File: src/rtl/sctr_bus_mux.sv
// sctr address-decoding bus mux: routes one outstanding command to a slave,
// returns its response, and turns unmapped/timed-out accesses into errors.
module sctr_bus_mux #(
    parameter int SLV_NUM = 4,
    parameter int SEL_LSB = 28,
    parameter int TIMEOUT = 255
) (
    input  logic                   clk,
    input  logic                   rst_n,
    input  logic [31:0]            m_cmd_addr,
    input  logic [31:0]            m_cmd_wdata,
    input  logic                   m_cmd_we,
    input  logic [3:0]             m_cmd_wem,
    input  logic                   m_cmd_valid,
    output logic                   m_cmd_ready,
    output logic [31:0]            m_rsp_rdata,
    output logic                   m_rsp_error,
    output logic                   m_rsp_valid,
    input  logic                   m_rsp_ready,
    output logic [31:0]            s_cmd_addr,
    output logic [31:0]            s_cmd_wdata,
    output logic                   s_cmd_we,
    output logic [3:0]             s_cmd_wem,
    output logic [SLV_NUM-1:0]     s_cmd_valid,
    input  logic [SLV_NUM-1:0]     s_cmd_ready,
    input  logic [32*SLV_NUM-1:0]  s_rsp_rdata,
    input  logic [SLV_NUM-1:0]     s_rsp_error,
    input  logic [SLV_NUM-1:0]     s_rsp_valid,
    output logic [SLV_NUM-1:0]     s_rsp_ready,
    output logic                   busy_o,
    output logic                   timeout_o
);

    localparam int IW = 32 - SEL_LSB;
    localparam int SW = (SLV_NUM > 1) ? $clog2(SLV_NUM) : 1;
    localparam int CW = (TIMEOUT > 0) ? $clog2(TIMEOUT + 1) : 1;

    typedef enum logic [1:0] {
        S_IDLE,
        S_WAIT,
        S_ERR
    } state_t;

    state_t state;
    logic [SW-1:0] sel;
    logic [CW-1:0] cnt;
    logic [CW-1:0] cnt_inc;
    logic          cnt_last;

    logic [IW-1:0]      idx;
    logic [SLV_NUM-1:0] hit;
    logic [SW-1:0]      hit_idx;
    logic               mapped;
    logic [SLV_NUM-1:0] sel_oh;

    logic        sel_valid;
    logic        sel_error;
    logic [31:0] sel_rdata;
    logic        cmd_hs;
    logic        rsp_hs;

    assign s_cmd_addr  = m_cmd_addr;
    assign s_cmd_wdata = m_cmd_wdata;
    assign s_cmd_we    = m_cmd_we;
    assign s_cmd_wem   = m_cmd_wem;

    assign idx    = m_cmd_addr[31:SEL_LSB];
    assign busy_o = (state != S_IDLE);

    // one-hot views of the incoming decode and the latched selection
    always_comb begin
        hit     = '0;
        hit_idx = '0;
        sel_oh  = '0;
        for (int i = 0; i < SLV_NUM; i++) begin
            if (idx == IW'(i)) begin
                hit[i]  = 1'b1;
                hit_idx = SW'(i);
            end
            if (sel == SW'(i)) begin
                sel_oh[i] = 1'b1;
            end
        end
        mapped = |hit;
    end

    always_comb begin
        sel_rdata = '0;
        for (int i = 0; i < SLV_NUM; i++) begin
            if (sel_oh[i]) begin
                sel_rdata = s_rsp_rdata[32*i +: 32];
            end
        end
        sel_valid = |(s_rsp_valid & sel_oh);
        sel_error = |(s_rsp_error & sel_oh);
    end

    always_comb begin
        s_cmd_valid = '0;
        s_rsp_ready = '1;
        m_cmd_ready = 1'b0;
        m_rsp_valid = 1'b0;
        m_rsp_rdata = '0;
        m_rsp_error = 1'b0;
        unique case (state)
            S_IDLE: begin
                s_cmd_valid = hit & {SLV_NUM{m_cmd_valid}};
                m_cmd_ready = mapped ? |(hit & s_cmd_ready) : 1'b1;
            end
            S_WAIT: begin
                m_rsp_valid = sel_valid;
                m_rsp_rdata = sel_rdata;
                m_rsp_error = sel_error;
                // non-selected slaves are drained so stray responses drop
                s_rsp_ready = ~sel_oh | ({SLV_NUM{m_rsp_ready}} & sel_oh);
            end
            S_ERR: begin
                m_rsp_valid = 1'b1;
                m_rsp_error = 1'b1;
            end
            default: ;
        endcase
    end

    assign cmd_hs   = m_cmd_valid & m_cmd_ready;
    assign rsp_hs   = m_rsp_valid & m_rsp_ready;
    assign cnt_inc  = cnt + CW'(1);
    assign cnt_last = (cnt_inc == CW'(TIMEOUT));

    always_ff @(posedge clk) begin
        if (!rst_n) begin
            state     <= S_IDLE;
            sel       <= '0;
            cnt       <= '0;
            timeout_o <= 1'b0;
        end else begin
            timeout_o <= 1'b0;
            unique case (state)
                S_IDLE: begin
                    if (cmd_hs) begin
                        if (mapped) begin
                            sel   <= hit_idx;
                            cnt   <= '0;
                            state <= S_WAIT;
                        end else begin
                            state <= S_ERR;
                        end
                    end
                end
                S_WAIT: begin
                    // a valid response, even stalled, never counts
                    if (sel_valid) begin
                        if (rsp_hs) begin
                            state <= S_IDLE;
                        end
                    end else begin
                        cnt <= cnt_inc;
                        if (cnt_last) begin
                            timeout_o <= 1'b1;
                            state     <= S_ERR;
                        end
                    end
                end
                S_ERR: begin
                    if (rsp_hs) begin
                        state <= S_IDLE;
                    end
                end
                default: state <= S_IDLE;
            endcase
        end
    end

endmodule

File: config.mk
export PLATFORM = sky130hd
export DESIGN_NAME = sctr_bus_mux
export DESIGN_NICKNAME = d
export VERILOG_FILES = /design/src/rtl/sctr_bus_mux.sv
export SDC_FILE = /design/constraint.sdc
export NUM_CORES = 1
export LEC_CHECK = 0
export BUFFER_PORTS_ARGS = -buffer_cell sky130_fd_sc_hd__buf_2
export CORE_AREA = 2 2 125 127
export DETAILED_ROUTE_END_ITERATION = 10
export DIE_AREA = 0 0 127 129
export GPL_TIMING_DRIVEN = 0
export PLACE_DENSITY_LB_ADDON = 0.12
export RECOVER_POWER = 100
export SYNTH_ARGS = -nofsm -noshare
export SYNTH_HDL_FRONTEND = slang
export SYNTH_SLANG_ARGS = --single-unit
File: constraint.sdc
create_clock -name clk -period 5.1 [get_ports clk]
set_input_delay 0.765 -clock clk [delete_from_list [all_inputs] [get_ports clk]]
set_output_delay 0.765 -clock clk [all_outputs]
set_load 0.01 [all_outputs]
======== After elaboration in Yosys (flattened, before gate mapping) ========
Index checks and enable logic that the tools add are counted.
word-level totals
  register bits ........................... 13
  bits in latches ......................... 0
  RAM bits ................................ 0
  bits in read-only memories .............. 0
  input port bits ......................... 213
  output and inout bits ................... 114
  word-level logic and storage cells ...... 75
  memories kept ........................... 0
operators by class
  $add $sub $neg .......................... 1
  multipliers ............................. 0
  div/mod/pow operators ................... 0
  $lt $le $gt $ge ......................... 0
  eq/ne operators ......................... 13
  shift-type cells ........................ 0
  multiplexer cells ....................... 33
  bitwise logic cells ..................... 11
  reductions and logical operators ........ 13
operator list
  kind                                            number
  2-to-1 mux 32 bit                               5
  2-to-1 mux 8 bit                                3
  AND 4 bit                                       5
  case mux 8 bit (2 select lines)                 1
  OR reduction 4 bit                              4
  2-to-1 mux 2 bit                                7
  2-to-1 mux 1 bit                                12
  adder 8 x 1 -> 8 bit (second input constant)    1
  == test 4 x 2 -> 1 bit (second input constant)  2
  == test 8 bit (second input constant)           1
  2-to-1 mux 4 bit                                2
  == test 2 bit (second input constant)           3
  != test 2 bit (second input constant)           3
  case mux 2 bit (3 select lines)                 1
  OR reduction 6 bit                              1
  == test 2 x 1 -> 1 bit (second input constant)  2
  == test 4 x 1 -> 1 bit (second input constant)  1
  zero test 2 bit                                 2
  zero test 4 bit                                 1
  NOT 4 bit                                       1
  OR 4 bit                                        1
  case mux 1 bit (2 select lines)                 2
  AND reduction 4 bit                             1
  nonzero test 2 bit                              2
  5 further kinds                                 7

======== Logic depth before layout (Yosys ltp) ========
Gate-level depths: netlist (run 1).
  depth after elaboration ................. 9
  gate-level depth with buffers ........... 7
  mapped depth without buffers ............ 7

======== Worst setup path after synthesis (run 1) ========
Ideal clock, no wire load.
  path type ............................... register to output
  from .................................... register sel[0]
  to ...................................... output port m_rsp_rdata[10]
  data arrival time ....................... 1,658 ps
  data required time ...................... 4,335 ps
  slack ................................... 2,677 ps
  stages on the path, launching flop included .. 5
  buffers on the path ..................... 2
  cell sequence ........................... dfxtp_1 > buf_2 > buf_2 > mux4_2 > and2_1
between the ends
  word-level cells in the longest chain between the ends .. 7
  elaborated cells on any way between the ends .. 13
  those cells by class .................... eq/ne: 3; mux: 9; reduce/logical: 1
ends and longest elaborated chain
  element                          line  text
  start, declared                  45    logic [SW-1:0] sel;
  start signal, assigned           142   sel <= hit_idx;
  zero test 2 bit                  80    if (sel == SW'(i)) begin
  2-to-1 mux 1 bit                 80
  2-to-1 mux 32 bit (3 in series)  90    if (sel_oh[i]) begin
  2-to-1 mux 32 bit (*)            90
  2-to-1 mux 32 bit (*)            105   unique case (state)
  end, declared                    16    output logic [31:0] m_rsp_rdata,
Every way passes the cells marked *; elsewhere a longest branch is shown, timed or not.

======== Worst setup path after layout (run 1) ========
  from .................................... register sel[0]
  to ...................................... output port m_rsp_rdata[13]
The elaborated chain is that of the path after synthesis.

==> summary.md, run 1 <==
In the layout the commonest cells are sky130_fd_sc_hd__buf_2 (163), sky130_fd_sc_hd__clkbuf_1 (111), sky130_fd_sc_hd__buf_4 (70). Traced cell by cell, the critical path runs through clkbuf_1, clkbuf_1, mux4_2, and2_0, buf_2. The tools report the root buffer cell as sky130_fd_sc_hd__clkbuf_16. The first global-routing pass estimated 17.20 mm of wire. The share of the synthesized area in the top cell type was 29.97%; the proportion of synthesized chip area in sequential cells was 9.895%. TritonCTS built the clock tree.

Counting every net in the synthesized netlist gives 508. The count of input and output buffers works out to 258. The highest clock frequency the design can meet is 0.2838 GHz.

The die covers 0.01638 mm2. In the routed layout, each cell is associated on average with a via count of 4.269. In this run the power density over the cells is 126.7 mW/mm2. For the final routed database, the setup TNS stands at 0 ps. The detail route stage leaves a number of antenna-violating nets equal to 0.

The dominant synthesized flop cell is sky130_fd_sc_hd__dfxtp_1. The most common cell after layout, fill and taps aside was sky130_fd_sc_hd__buf_2. The shortest period the worst path allows works out to 3524 ps.

The element type at the critical path start is a flop. The floorplan step defined a core boundary enclosing 0.01498 mm2. A synthesized cell averages 9.100 um2.

IR analysis of the VDD net gives a maximum drop of 0.00008509 V. The logs give 0 for the total setup buffers inserted after CTS and 1.826 nW for the leakage component of the power. Together, buffers and inverters on the worst path number 3. For this design, the CTS-stage hold fixing added 0 buffers.

Summing all non-filler instances in the final layout gives an area of 0.004100 mm2. Routability-driven placement finished with a final weighted congestion of 0.7962. The maximum fanout along the worst path came out at 10.

Summing all placed instances gives a cell area of 0.004156 mm2. After synthesis, the share of flip-flops with an asynchronous set or reset is 0%. The synthesized netlist occupies a cell area of 0.002630 mm2. The antenna diode count came out at 0. Start-to-end type of the worst setup path: flop to output pin. Summed over all layers, the global routing overflow is 0. The critical path data required time was 4340 ps. The run gives 0 as the count of unresolved DRC violations after routing. Max-cap violations in this run came to 0. The flow ran to the end, and the final reports show no timing, DRC or antenna violations. In this run the deepest clock path goes through 2 buffers. Relative to the synthesized area, the layout overhead comes to 55.90%. The number of antenna violations at the first check in global routing came out at 0. The tools report the normalized max-slew margin as 45.78%.

The synthesized netlist contains 49 unique library cells. The horizontal extent of the die is 127 um, and the number of vias in the routed layout is 3155. Across the routed clock network, the largest skew measured is 4.431 ps. Setup repair after global routing left no endpoint under its margin. From bottom edge to top edge, the die measures 129 um. The clock insertion delay at the later pin of the skew report is 250 ps, and the number of enable flip-flop cells after synthesis is 0.

Wires add up to 12.04 mm. After clock tree synthesis, the clock-pin slew on the worst setup and hold paths is 50 ps. In this run, post-CTS repair resized a total of 0 instances. Of the cells placed in the final design, the portion with a size suffix greater than 1 is 49.73%. After legalization and detailed placement, the total HPWL measured 10.66 mm. At the pin with the least slew margin, the transition time is 813.3 ps.

327 I/O pins were placed. The largest net degree at the start of global routing is 11, and the number of detailed-route iterations in the first pass is 5. Synthesized instance count: 289. The net count of the finished layout is 771. The clock drives 13 sinks. STA classifies the critical path endpoint as an output pin. The via count of the first global-routing pass is 2981, and the number of hold-slack violations in the final timing report is 0.

Setup violations remaining at the end of the flow were counted as 0. The starting utilization of the core area came out at 17.56%. The final critical path takes up 69.09% of the cycle. Global routing consumed, over all layers together, 13.60% of the routing resources. On the worst path, the slowest cell contributes a delay of 670 ps. STA puts the critical path data arrival time at 2760 ps. The tools report the count of H-tree levels built during CTS as 1. After floorplanning, the core was divided into 45 placement rows. In this design, the largest share of critical-path delay is due to buffers and inverters. For this run, the number of Yosys warnings is 0.

The total count of max-transition violations in the final report is 0. Worst min-delay path category: flop to flop. The violation count after the first detailed-routing iteration is 93. Cell taking the most area after synthesis: sky130_fd_sc_hd__mux4_2. Counting flops and latches in the post-synthesis netlist gives 13. In the post-synthesis netlist, the biggest area contributors are sky130_fd_sc_hd__mux4_2 (30%), sky130_fd_sc_hd__buf_4 (20%), sky130_fd_sc_hd__dfxtp_1 (9.9%).

Most prevalent standard cell on the critical path: sky130_fd_sc_hd__clkbuf_1. The number of buffers created by CTS was 3; the final routed wire length divided by cell count was 16.30 um. The critical path's slowest cell is sky130_fd_sc_hd__clkbuf_1.
==> through the flow <==
| step | utilization, % | std cells | setup WS (ps) | hold slack (ps) | power [mW] |
|---|---|---|---|---|---|
| after floorplan | - | 289 | 2677 | 489.0 | 0.2605 |
| after global placement | 27.75 | 735 | 2284 | 519.7 | 0.3756 |
| after detailed placement | 27.75 | 735 | 2298 | 524.8 | 0.3786 |
| after CTS | 28.28 | 739 | 2035 | 531.8 | 0.5341 |
| after global routing | 27.38 | 739 | 1244 | 553.1 | 0.5553 |
| final | 27.38 | 739 | 1576 | 531.2 | 0.5195 |
==> final timing paths <==
kind,start,endpoint,slack (ps),cells past startpoint
max reg2reg,cnt[1]$_SDFFE_PN0P_,state[1]$_SDFFE_PN0P_,2770,6
max,sel[0]$_SDFFE_PN0P_,m_rsp_rdata[13],1580,5
min reg2reg,cnt[4]$_SDFFE_PN0P_,cnt[4]$_SDFFE_PN0P_,530,1
min,cnt[4]$_SDFFE_PN0P_,cnt[4]$_SDFFE_PN0P_,530,1
==> flip-flops by register name (all words and copies together), names as in the netlist <==
name	cells
cnt	8
sel	2
state	2
timeout_o	1
==> cell families after synthesis <==
family | count (synthesis) | synth area share (%)
AOI/OAI and AO/OA | 33 | 9.087
DFF | 13 | 9.895
xor gates and xnor gates | 1 | 0.3331
muxes | 37 | 30.73
adders and majority gates | 6 | 2.854
and+or+nand+nor | 106 | 23.36
buffers and inverters | 93 | 23.74
==> per-layer routing <==
| metal | GRT usage [%] | vias to the layer above | wire length, um | share of wire [%] |
|---|---|---|---|---|
| li1 | - | 1516 | - | - |
| met1 | 15.59 | 1470 | 4522 | 38 |
| met2 | 25.90 | 163 | 6393 | 53 |
| met3 | 3.202 | 6 | 1003 | 8.3 |
| met4 | 2.521 | 0 | 125 | 1.0 |
| met5 | 0 | - | 0 | 0 |
==> cell usage after synthesis (all sizes together) (2+ instances only) <==
| library cell | number |
|---|---|
| buf | 76 |
| and2 | 35 |
| mux4 | 35 |
| nand2 | 17 |
| dfxtp | 13 |
| nand3 | 13 |
| clkbuf | 10 |
| nor2 | 9 |
| inv | 7 |
| ha | 6 |
| nor2b | 6 |
| o21ai | 5 |
| a21boi | 4 |
| a21o | 4 |
| or3 | 4 |
| a21oi | 3 |
| a22oi | 3 |
| a32oi | 3 |
| nand4 | 3 |
| nand4b | 3 |
| nor3 | 3 |
| a221oi | 2 |
| mux2i | 2 |
| nor3b | 2 |
| o21bai | 2 |
==> worst register-to-register path, delay by kind of cell (launching register included) <==
kind                       cells  cell delay [ps]
AOI/OAI and AO/OA              2              780
and+or+nand+nor                3              660
DFF                            1              470
adders and majority gates      1              290
==> layout make-up <==
cell class | instances | area [um2]
multi-input cells | 183 | 1742
flip-flops and latches | 13 | 260.3
fillers | 1701 | 10880
clock buffers | 4 | 78.83
repair buffers | 258 | 1171
inverters | 7 | 26.28
plain buffers | 86 | 586.8
well taps | 188 | 235.2
==> where the power goes <==
part / internal [mW] / total [mW] / switching, mW
sequential: 0.104 / 0.108 / 0.00369
combinational: 0.143 / 0.256 / 0.113
clock: 0.106 / 0.155 / 0.0493
total: 0.353 / 0.519 / 0.166
Note: power is estimated with default switching activity, not from simulation.
==> run 2, diff against run 1 <==
--- a/config.mk
+++ b/config.mk
@@ -5,10 +5,11 @@
 export SDC_FILE = /design/constraint.sdc
 export NUM_CORES = 1
 export LEC_CHECK = 0
+export ABC_AREA = 1
 export BUFFER_PORTS_ARGS = -buffer_cell sky130_fd_sc_hd__buf_2
-export CORE_AREA = 2 2 125 127
+export CORE_AREA = 2 2 128 130
 export DETAILED_ROUTE_END_ITERATION = 10
-export DIE_AREA = 0 0 127 129
+export DIE_AREA = 0 0 130 132
 export GPL_TIMING_DRIVEN = 0
 export PLACE_DENSITY_LB_ADDON = 0.12
 export RECOVER_POWER = 100
==> constraint.sdc (replaced) <==
create_clock -name clk -period 3 [get_ports clk]
set_input_delay 0.45 -clock clk [delete_from_list [all_inputs] [get_ports clk]]
set_output_delay 0.45 -clock clk [all_outputs]
set_load 0.01 [all_outputs]
==> run 2 against run 1 <==
  * Utilization is 1.5 points lower
  * Global-route usage is 1.4 points higher
  * Critical path type unchanged
  * Sequential cell count stayed put
  * Critical path depth is 3 higher
  * Non-clock buffer count is 6 higher
==> summary.md, run 2 <==
The flow ran to the end, and the final reports show no timing, DRC or antenna violations. The register area is 260.3 um2 (unchanged), and the number of enable flip-flop cells after synthesis is 0 (unchanged). Count of hold buffers inserted by post-cts repair: 0 (unchanged).

The synthesized instance count is 445 (+54%), and the total die area is 0.01716 mm2 (+4.7%). The run gives 922 (+25%) as the total instance count after detailed placement. The number of hold-slack violations in the final timing report was 0 (unchanged); the detailed-route wire length on metal 1 was 5.550 mm (+23%).

The logs give 20.33 mm (+18%) for the wire length of the first global-routing pass and 0 ps (unchanged) for the setup TNS. The core outline area was 0.01571 mm2 (+4.9%); the filler-free cell count of the finished design was 927 (+25%). The tools report the remaining global-route overflow as 0 (unchanged).

By area the synthesized netlist is led by sky130_fd_sc_hd__buf_4 (21%), sky130_fd_sc_hd__nand2_1 (13%), sky130_fd_sc_hd__dfxtp_1 (10%). The share of the synthesized area in the top cell type was 20.51% (-9.5 points); the wire length on met2 was 7.316 mm (+14%). The most used flip-flop cell after synthesis is sky130_fd_sc_hd__dfxtp_1. The internal cell power is 0.6759 mW (+91%).

TritonCTS built the clock tree. By instance count, the leading cell after synthesis is sky130_fd_sc_hd__nand2_1. The count of unresolved DRC violations after routing was 0 (unchanged). The tools report the switching component of the power as 0.5672 mW (+240%). The logs give 0 (unchanged) for the residual antenna-violating net count after detailed routing and 1 (unchanged) for the count of H-tree levels built during CTS.

Launch point of the worst hold path: rst_n. The register with the most flip-flops is cnt. The total setup violations reported at the end of the flow is 0 (unchanged), and the synthesis-to-finish area growth is 58.64%.

The design area is 0.004065 mm2 (-0.85%), and the CTS sink count is 13 (unchanged). The run gives 12.21 mm (+15%) as the total half-perimeter wirelength after legalization and detailed placement. Of the available clock period, the critical path in the final layout requires 91.34%.

The total number of yosys warnings is 0 (unchanged), and the synthesized area divided by synthesized cell count is 5.758 um2 (-37%). The critical path data required time came out at 2550 ps (-1790 ps). For hold timing, the worst endpoint is cnt[0]$_SDFFE_PN0P_. The run gives 11 (unchanged) as the largest net degree at the start of global routing. The worst setup path is of the flop to output pin kind. The logs give 0.8261 (+3.8%) for the weighted congestion at the end of routability-driven global placement and 44.07% (-1.7 points) for the normalized max-slew margin.

The via count of the first global-routing pass was 3776 (+27%). The worst register-to-register path begins at state[1]$_SDFFE_PN0P_. The transition time at the pin with the least slew margin came out at 839.0 ps (+25.72 ps).

The logs give 10.16% (+0.26 points) for the proportion of synthesized chip area in sequential cells and 16.31% (-1.3 points) for the starting utilization of the core area. The final routed wire length divided by cell count is 15.10 um (-7.4%), and the share of total power in combinational logic is 63.4% (+14 points). The total I/O pin count is 327 (unchanged). The total setup buffers inserted after CTS came out at 0 (unchanged). The largest individual stage delay along the critical path comes from the cell sky130_fd_sc_hd__nor2_1. Die outline height: 132 um (+2.3%). The cell taking the most area after synthesis is sky130_fd_sc_hd__buf_4. The power share of the clock group came out at 21.0% (-8.9 points).

STA classifies the critical path startpoint as a flop. For the synthesized cell area, the log shows 0.002562 mm2 (-2.6%). The top cell types in the final layout, fill and taps aside, are sky130_fd_sc_hd__buf_2 (158), sky130_fd_sc_hd__clkbuf_1 (119), sky130_fd_sc_hd__nand2_1 (93). In this run the top signal layer used is met4. Number of rows created at floorplan: 46 (+2.2%). The logs give 2 (unchanged) for the maximum clock insertion buffer count and 664 (+31%) for the number of nets in the synthesized netlist. The number of antenna violations at the first check in global routing was 3 (+3); the share of flip-flops with an asynchronous set or reset after synthesis was 0% (unchanged). Subtracting the final worst setup slack from the clock period gives 2740 ps.

Root buffer cell: sky130_fd_sc_hd__clkbuf_16. The cell family with the largest share of critical-path delay was buffers and inverters. The worst hold path belongs to the class primary input to flop. Power density over the cells: 305.8 mW/mm2 (+140%). The most common cell after layout, fill and taps aside is sky130_fd_sc_hd__buf_2. Largest voltage drop on the vdd net: 0.0001679 V (+97%). The tools report the endpoint of the most critical register-to-register path as cnt[1]$_SDFFE_PN0P_.

The number of buffers created by CTS was 3 (unchanged). The relative contribution of sequential cells to total power is 15.6% (-5.2 points). The fraction of layout instances using a drive strength above 1 came out at 34.23% (-16 points).

Number of cells on the worst hold path: 3 (+2). The post-cts gate resize count was 0 (unchanged). The logs give 2.219 ps (-2.212 ps) for the clock tree skew after final layout and 0.3650 GHz for the highest clock frequency the design can meet. The horizontal extent of the die works out to 130 um (+2.4%).

For the clock insertion delay at the later pin of the skew report, the log shows 250 ps (about the same). In the synthesized netlist, the cells that appear most often are sky130_fd_sc_hd__nand2_1 (92), sky130_fd_sc_hd__buf_4 (70), sky130_fd_sc_hd__nor2_1 (50). The tools report the total count of max-transition violations in the final report as 0 (unchanged).

The number of nets in the layout was 930 (+21%); the number of vias in the routed layout was 3845 (+22%). Combined global-route utilization of all metal layers: 15.04% (+1.4 points). Maximum fanout along the worst path: 10 (unchanged). The tools report the instance area after placement as 0.004139 mm2 (-0.42%). The run gives 1912 (+12%) as the layout filler cell count. Number of stages on the worst setup path: 8 (+3). The routed wire length came out at 14.00 mm (+16%). The leakage component of the power came out at 2.089 nW (+14%). The number of register bits inferred by synthesis is 13 (unchanged), and the reported max-cap violation count is 0 (unchanged). The number of cells traversed by the worst register-to-register path is 7 (+1).

The arrival time at the worst endpoint is 2290 ps (-470 ps), and the clock-pin slew reported for the worst setup and hold paths after clock tree synthesis is 50 ps (about the same). The logs give 116 (+25%) for the violation count after the first detailed-routing iteration and 710 ps (-2060 ps) for the setup slack of the most critical reg-to-reg path. Number of detailed-route iterations in the first pass: 4 (-1). The met3 layer wire length in the routed design came out at 979 um (-2.4%).

The number of unique standard cell types used by synthesis came out at 32 (-35%). Among the stages of the critical path, the cell type that occurs most often is sky130_fd_sc_hd__inv_1. The switching fraction of total power is 45.63% (+14 points). The utilization after layout is 25.87% (-1.5 points).

The mean number of vias per cell came out at 4.148 (-2.8%). Setup repair after global routing left no endpoint under its margin. Traced cell by cell, the critical path runs through inv_1, nor2_1, clkbuf_2, nand2_1, nand3_1, o211ai_1, inv_1, clkbuf_1. The tools report the multi-input logic area as 0.001469 mm2 (-16%). The count of input and output buffers works out to 261 (+1.2%).

The flip-flop count of the largest register after layout was 8 (unchanged). The largest registers in the layout are cnt: 8 flops, sel: 2 flops, state: 2 flops. Highest cell delay on the worst timing path: 600 ps (-70 ps). The critical path endpoint category is an output pin. The worst path buffer plus inverter count is 4 (+1).
run 2: cell types whose count changed after synthesis, moves of 13 or more:
cell,delta
sky130_fd_sc_hd__o221ai_1,+13
sky130_fd_sc_hd__o211ai_1,+17
sky130_fd_sc_hd__nand2_1,+75
sky130_fd_sc_hd__nor2_1,+41
sky130_fd_sc_hd__o21ai_0,+16
sky130_fd_sc_hd__a21oi_1,+23
sky130_fd_sc_hd__nand3_1,+16
sky130_fd_sc_hd__inv_1,+41
sky130_fd_sc_hd__mux4_2,-35
sky130_fd_sc_hd__and2_1,-33
run 2: cell type report:
type / instances / area share [%]
Sequential cell: 13 / 6.402
Multi-Input combinational cell: 289 / 36.13
Timing Repair Buffer: 261 / 28.81
Buffer: 89 / 15.02
Clock buffer: 4 / 1.939
Tap cell: 216 / 6.648
Antenna cell: 1 / 0.06156
Inverter: 54 / 4.986
run 2: power groups by stage:
| stage | logic, mW | clock network [mW] | registers (mW) |
|---|---|---|---|
| after global routing | 0.876 | 0.272 | 0.196 |
| after global placement | 0.829 | 0 | 0.197 |
| after floorplan | 0.492 | 0 | 0.195 |
| final | 0.788 | 0.261 | 0.194 |
| after CTS | 0.833 | 0.268 | 0.194 |
| after detailed placement | 0.830 | 0 | 0.198 |
run 2: how the worst max path moves through the flow:
stage / from / end / slack [ps]
6_report: sel[0]$_SDFFE_PN0P_ / m_rsp_rdata[7] / 260
5_1_grt: sel[0]$_SDFFE_PN0P_ / m_rsp_rdata[10] / 20
3_5_place_dp: state[1]$_SDFFE_PN0P_ / s_rsp_ready[0] / 490
3_3_place_gp: state[1]$_SDFFE_PN0P_ / s_rsp_ready[3] / 470
4_1_cts: state[1]$_SDFFE_PN0P_ / s_rsp_ready[3] / 210
2_1_floorplan: state[1]$_SDFFE_PN0P_ / m_rsp_rdata[20] / 1160
run 2: logic make-up after synthesis:
logic type / share of synthesized area (%)
AO/OA/AOI/OAI: 21.92
XOR/XNOR: 0.3419
adder cells (fa/ha/maj): 2.930
buffers and inverters: 31.88
flip-flops: 10.16
AND/OR/NAND/NOR: 32.76
run 2: through the flow:
step           worst slack, ps  hold slack, ps  total power, mW
4_1_cts                  206.6           446.3            1.296
2_1_floorplan             1156           454.1           0.6869
3_3_place_gp             473.1           472.7            1.026
3_5_place_dp             490.4           477.2            1.028
6_report                 259.9           448.9            1.243
5_1_grt                  24.88           450.9            1.344
run 2: per-layer routing:
metal,up-vias,global-route usage [%]
li1,1933,-
met1,1736,17.58
met2,164,28.71
met3,12,2.232
met4,0,2.688
met5,-,0
run 2: worst reg2reg max path: cells and delay by family, from the launching register on:
| kind | cells | cell delay (ps) |
|---|---|---|
| compound gates | 2 | 720 |
| buf+inv | 1 | 130 |
| flops | 1 | 330 |
| simple gates | 3 | 680 |
| fa+ha+maj | 1 | 280 |
==> run 3, diff against run 2 <==
--- a/config.mk
+++ b/config.mk
@@ -8,6 +8,7 @@
 export ABC_AREA = 1
 export BUFFER_PORTS_ARGS = -buffer_cell sky130_fd_sc_hd__buf_2
 export CORE_AREA = 2 2 128 130
+export CTS_BUF_LIST = sky130_fd_sc_hd__clkbuf_8
 export DETAILED_ROUTE_END_ITERATION = 10
 export DIE_AREA = 0 0 130 132
 export GPL_TIMING_DRIVEN = 0
==> run 3 against run 2 <==
  * Die area unchanged
  * Design area shrank 0.80%
  * Sequential power about the same
  * Utilization down 0.21 points
  * Register-to-register slack about the same
  * Power is 8.2% lower
  * Non-clock buffer count unchanged
  * Count of clock-buffer cells in the layout down 1
  * Cell count grew 0.11%
  * Sequential share of layout area grew 0.052 points
  * Fmax rose by 1.4%
  * Largest cell class unchanged
  * Largest power group unchanged
==> summary.md, run 3 (synthesis results as in run 2) <==
The hold slack is 447.0 ps (-1.905 ps), and the number of vias in the routed layout is 3843 (-0.052%). The flip-flop count of the largest register after layout is 8 (unchanged), and the setup TNS is 0 ps (unchanged). The clock insertion delay at the later pin of the skew report came out at 240 ps (about the same). Count of input and output buffers: 261 (unchanged). Count of unresolved DRC violations after routing: 0 (unchanged). The number of detailed-route iterations in the first pass was 4 (unchanged). The tools report the met1 track demand over resource in global routing as 17.26% (-0.32 points). The register with the most flip-flops was cnt. The reported max-cap violation count was 0 (unchanged).

The run gives 0.01571 mm2 (unchanged) as the core outline area. The global-route track usage on met3 is 2.516% (+0.28 points), and the utilization after layout is 25.66% (-0.21 points). TritonCTS built the clock tree.

For the total I/O pin count, the log shows 327 (unchanged). The number of hold-slack violations in the final timing report was 0 (unchanged). For the post-cts gate resize count, the log shows 0 (unchanged).

The path class of the tightest hold or removal check is primary input to flop. The worst register-to-register path begins at state[1]$_SDFFE_PN0P_. The logs give 0 (unchanged) for the count of hold buffers inserted by post-cts repair and 0 (unchanged) for the total count of max-transition violations in the final report. Final routed wire length divided by cell count: 15.04 um (-0.39%).

Starting utilization of the core area: 16.31% (unchanged). The largest registers in the layout are cnt: 8 flops, sel: 2 flops, state: 2 flops. The normalized max-slew margin is 43.66% (-0.41 points). The combined global-route utilization of all metal layers is 14.93% (-0.11 points), and the layout filler cell count is 1920 (+0.42%).

The run gives 2 (unchanged) as the maximum clock insertion buffer count. Fraction of layout instances using a drive strength above 1: 34.23% (unchanged). For the largest net degree at the start of global routing, the log shows 11 (unchanged).

The critical path data required time is 2550 ps (about the same), and the power density over the cells is 283.1 mW/mm2 (-7.4%). The number of rows created at floorplan is 46 (unchanged). The routed wire length was 13.96 mm (-0.29%); the met2 routing resource usage after global routing was 28.16% (-0.55 points). met2 is the most crowded layer. The clock-pin slew reported for the worst setup and hold paths after clock tree synthesis came out at 60 ps (about the same). Start-to-end type of the worst setup path: flop to output pin. The remaining global-route overflow was 0 (unchanged); the number of buffers created by CTS was 3 (unchanged). The transition time at the pin with the least slew margin is 845.1 ps (+6.092 ps), and the number of antenna violations at the first check in global routing is 4 (+1). The tools report the violation count after the first detailed-routing iteration as 132 (+14%). The leakage component of the power is 2.074 nW (-0.70%). The run finished with clean final reports. The worst hold endpoint was cnt[0]$_SDFFE_PN0P_. The total setup buffers inserted after CTS is 0 (unchanged), and the register area is 260.3 um2 (unchanged). Leaving out fill and tap cells, the most frequent cell in the layout is sky130_fd_sc_hd__buf_2. The number of cells traversed by the worst register-to-register path is 7 (unchanged). The count of H-tree levels built during CTS was 1 (unchanged). Share of the cycle needed by the critical path after routing: 90.04% (-1.3 points). The run gives 12.21 mm (unchanged) as the total half-perimeter wirelength after legalization and detailed placement. The startpoint identified for the worst hold timing path is rst_n.

For the total die area, the log shows 0.01716 mm2 (unchanged). The mean number of vias per cell came out at 4.141 (-0.16%). STA classifies the critical path endpoint as an output pin. For the number of nets in the layout, the log shows 930 (unchanged).

Highest clock frequency the design can meet: 0.3702 GHz (+1.4%). The shortest period the worst path allows is 2701 ps (-39.02 ps), and the number of cells on the worst hold path is 3 (unchanged). The residual antenna-violating net count after detailed routing is 0 (unchanged), and the arrival time at the worst endpoint is 2250 ps (-40 ps). The run gives 0.8261 (unchanged) as the weighted congestion at the end of routability-driven global placement.

For the via count of the first global-routing pass, the log shows 3779 (+0.079%). Largest voltage drop on the vdd net: 0.0001392 V (-17%). The clock tree skew after final layout is 2.363 ps (+0.1439 ps). The top cell types in the final layout, fill and taps aside, are sky130_fd_sc_hd__buf_2 (158), sky130_fd_sc_hd__clkbuf_1 (119), sky130_fd_sc_hd__nand2_1 (93). Die outline height: 132 um (unchanged). The worst setup path is launched from a flop.

The run gives 0 (unchanged) as the total setup violations reported at the end of the flow. The tools report the endpoint of the most critical register-to-register path as cnt[0]$_SDFFE_PN0P_. Setup repair after global routing left no endpoint under its margin.

The synthesis-to-finish area growth works out to 57.37%. The multi-input logic area was 0.001469 mm2 (unchanged). The CTS sink count was 13 (unchanged).

In this run the clock root is driven by a sky130_fd_sc_hd__clkbuf_8. The setup slack of the most critical reg-to-reg path came out at 710 ps (about the same). The wire length of the first global-routing pass was 20.21 mm (-0.61%); the maximum fanout along the worst path was 10 (unchanged). The horizontal extent of the die is 130 um (unchanged).
[run 3: cell types whose count changed in the layout (fill, tap and decap cells not counted), sizes merged]
cell    change
clkbuf      -1
diode       +1
inv         +1
[run 3: final cells by class]
| type | count | share of cell area, % |
|---|---|---|
| clock inverter | 1 | 0.09308 |
| inverter | 54 | 5.026 |
| buffer | 89 | 15.14 |
| antenna | 2 | 0.1241 |
| timing repair buffer | 261 | 29.01 |
| clock buffer | 3 | 1.024 |
| multi-input combinational | 289 | 36.43 |
| sequential | 13 | 6.454 |
| tap | 216 | 6.702 |
[run 3: worst max path at each step]
stage	start	endpoint	depth (start not counted)	slack (ps)
3_5_place_dp	state[1]$_SDFFE_PN0P_	s_rsp_ready[0]	7	490
2_1_floorplan	state[1]$_SDFFE_PN0P_	m_rsp_rdata[20]	6	1160
3_3_place_gp	state[1]$_SDFFE_PN0P_	s_rsp_ready[3]	7	470
5_1_grt	state[1]$_SDFFE_PN0P_	s_rsp_ready[3]	7	30
4_1_cts	state[1]$_SDFFE_PN0P_	s_rsp_ready[3]	7	200
6_report	state[1]$_SDFFE_PN0P_	s_rsp_ready[3]	7	300
[run 3: through the flow]
step                      area (um2)  power (mW)  worst slack [ps]  instances
after global placement          4139       1.026             473.1        922
after CTS                       4184       1.197             199.1        926
after global routing            4033       1.245             28.70        928
final                           4033       1.142             298.9        928
after floorplan                 2562      0.6869              1156        445
after detailed placement        4139       1.028             490.4        922
[run 3: routing by layer]
metal  part of all wire (%)  vias up
li1                       -     1935
met1                     39     1715
met2                     51      173
met3                    7.6       16
met4                    1.6        4
met5                   0.16        -
[run 3: critical path: stages, from the launching register on]
cell and delay (ps):
sky130_fd_sc_hd__dfxtp_1 330, sky130_fd_sc_hd__inv_1 130, sky130_fd_sc_hd__ha_1 230, sky130_fd_sc_hd__buf_2 260, sky130_fd_sc_hd__clkinv_1 330, sky130_fd_sc_hd__nor2_1 470
sky130_fd_sc_hd__nand2_1 90, sky130_fd_sc_hd__clkbuf_2 170
[run 3: where the power goes]
| group | switching (mW) | total [mW] | leakage, nW | internal [mW] |
|---|---|---|---|---|
| clock network | 0.0697 | 0.160 | 0.0269 | 0.0905 |
| registers | 0.0106 | 0.194 | 0.105 | 0.183 |
| logic | 0.476 | 0.787 | 1.94 | 0.312 |
| total | 0.556 | 1.14 | 2.07 | 0.586 |
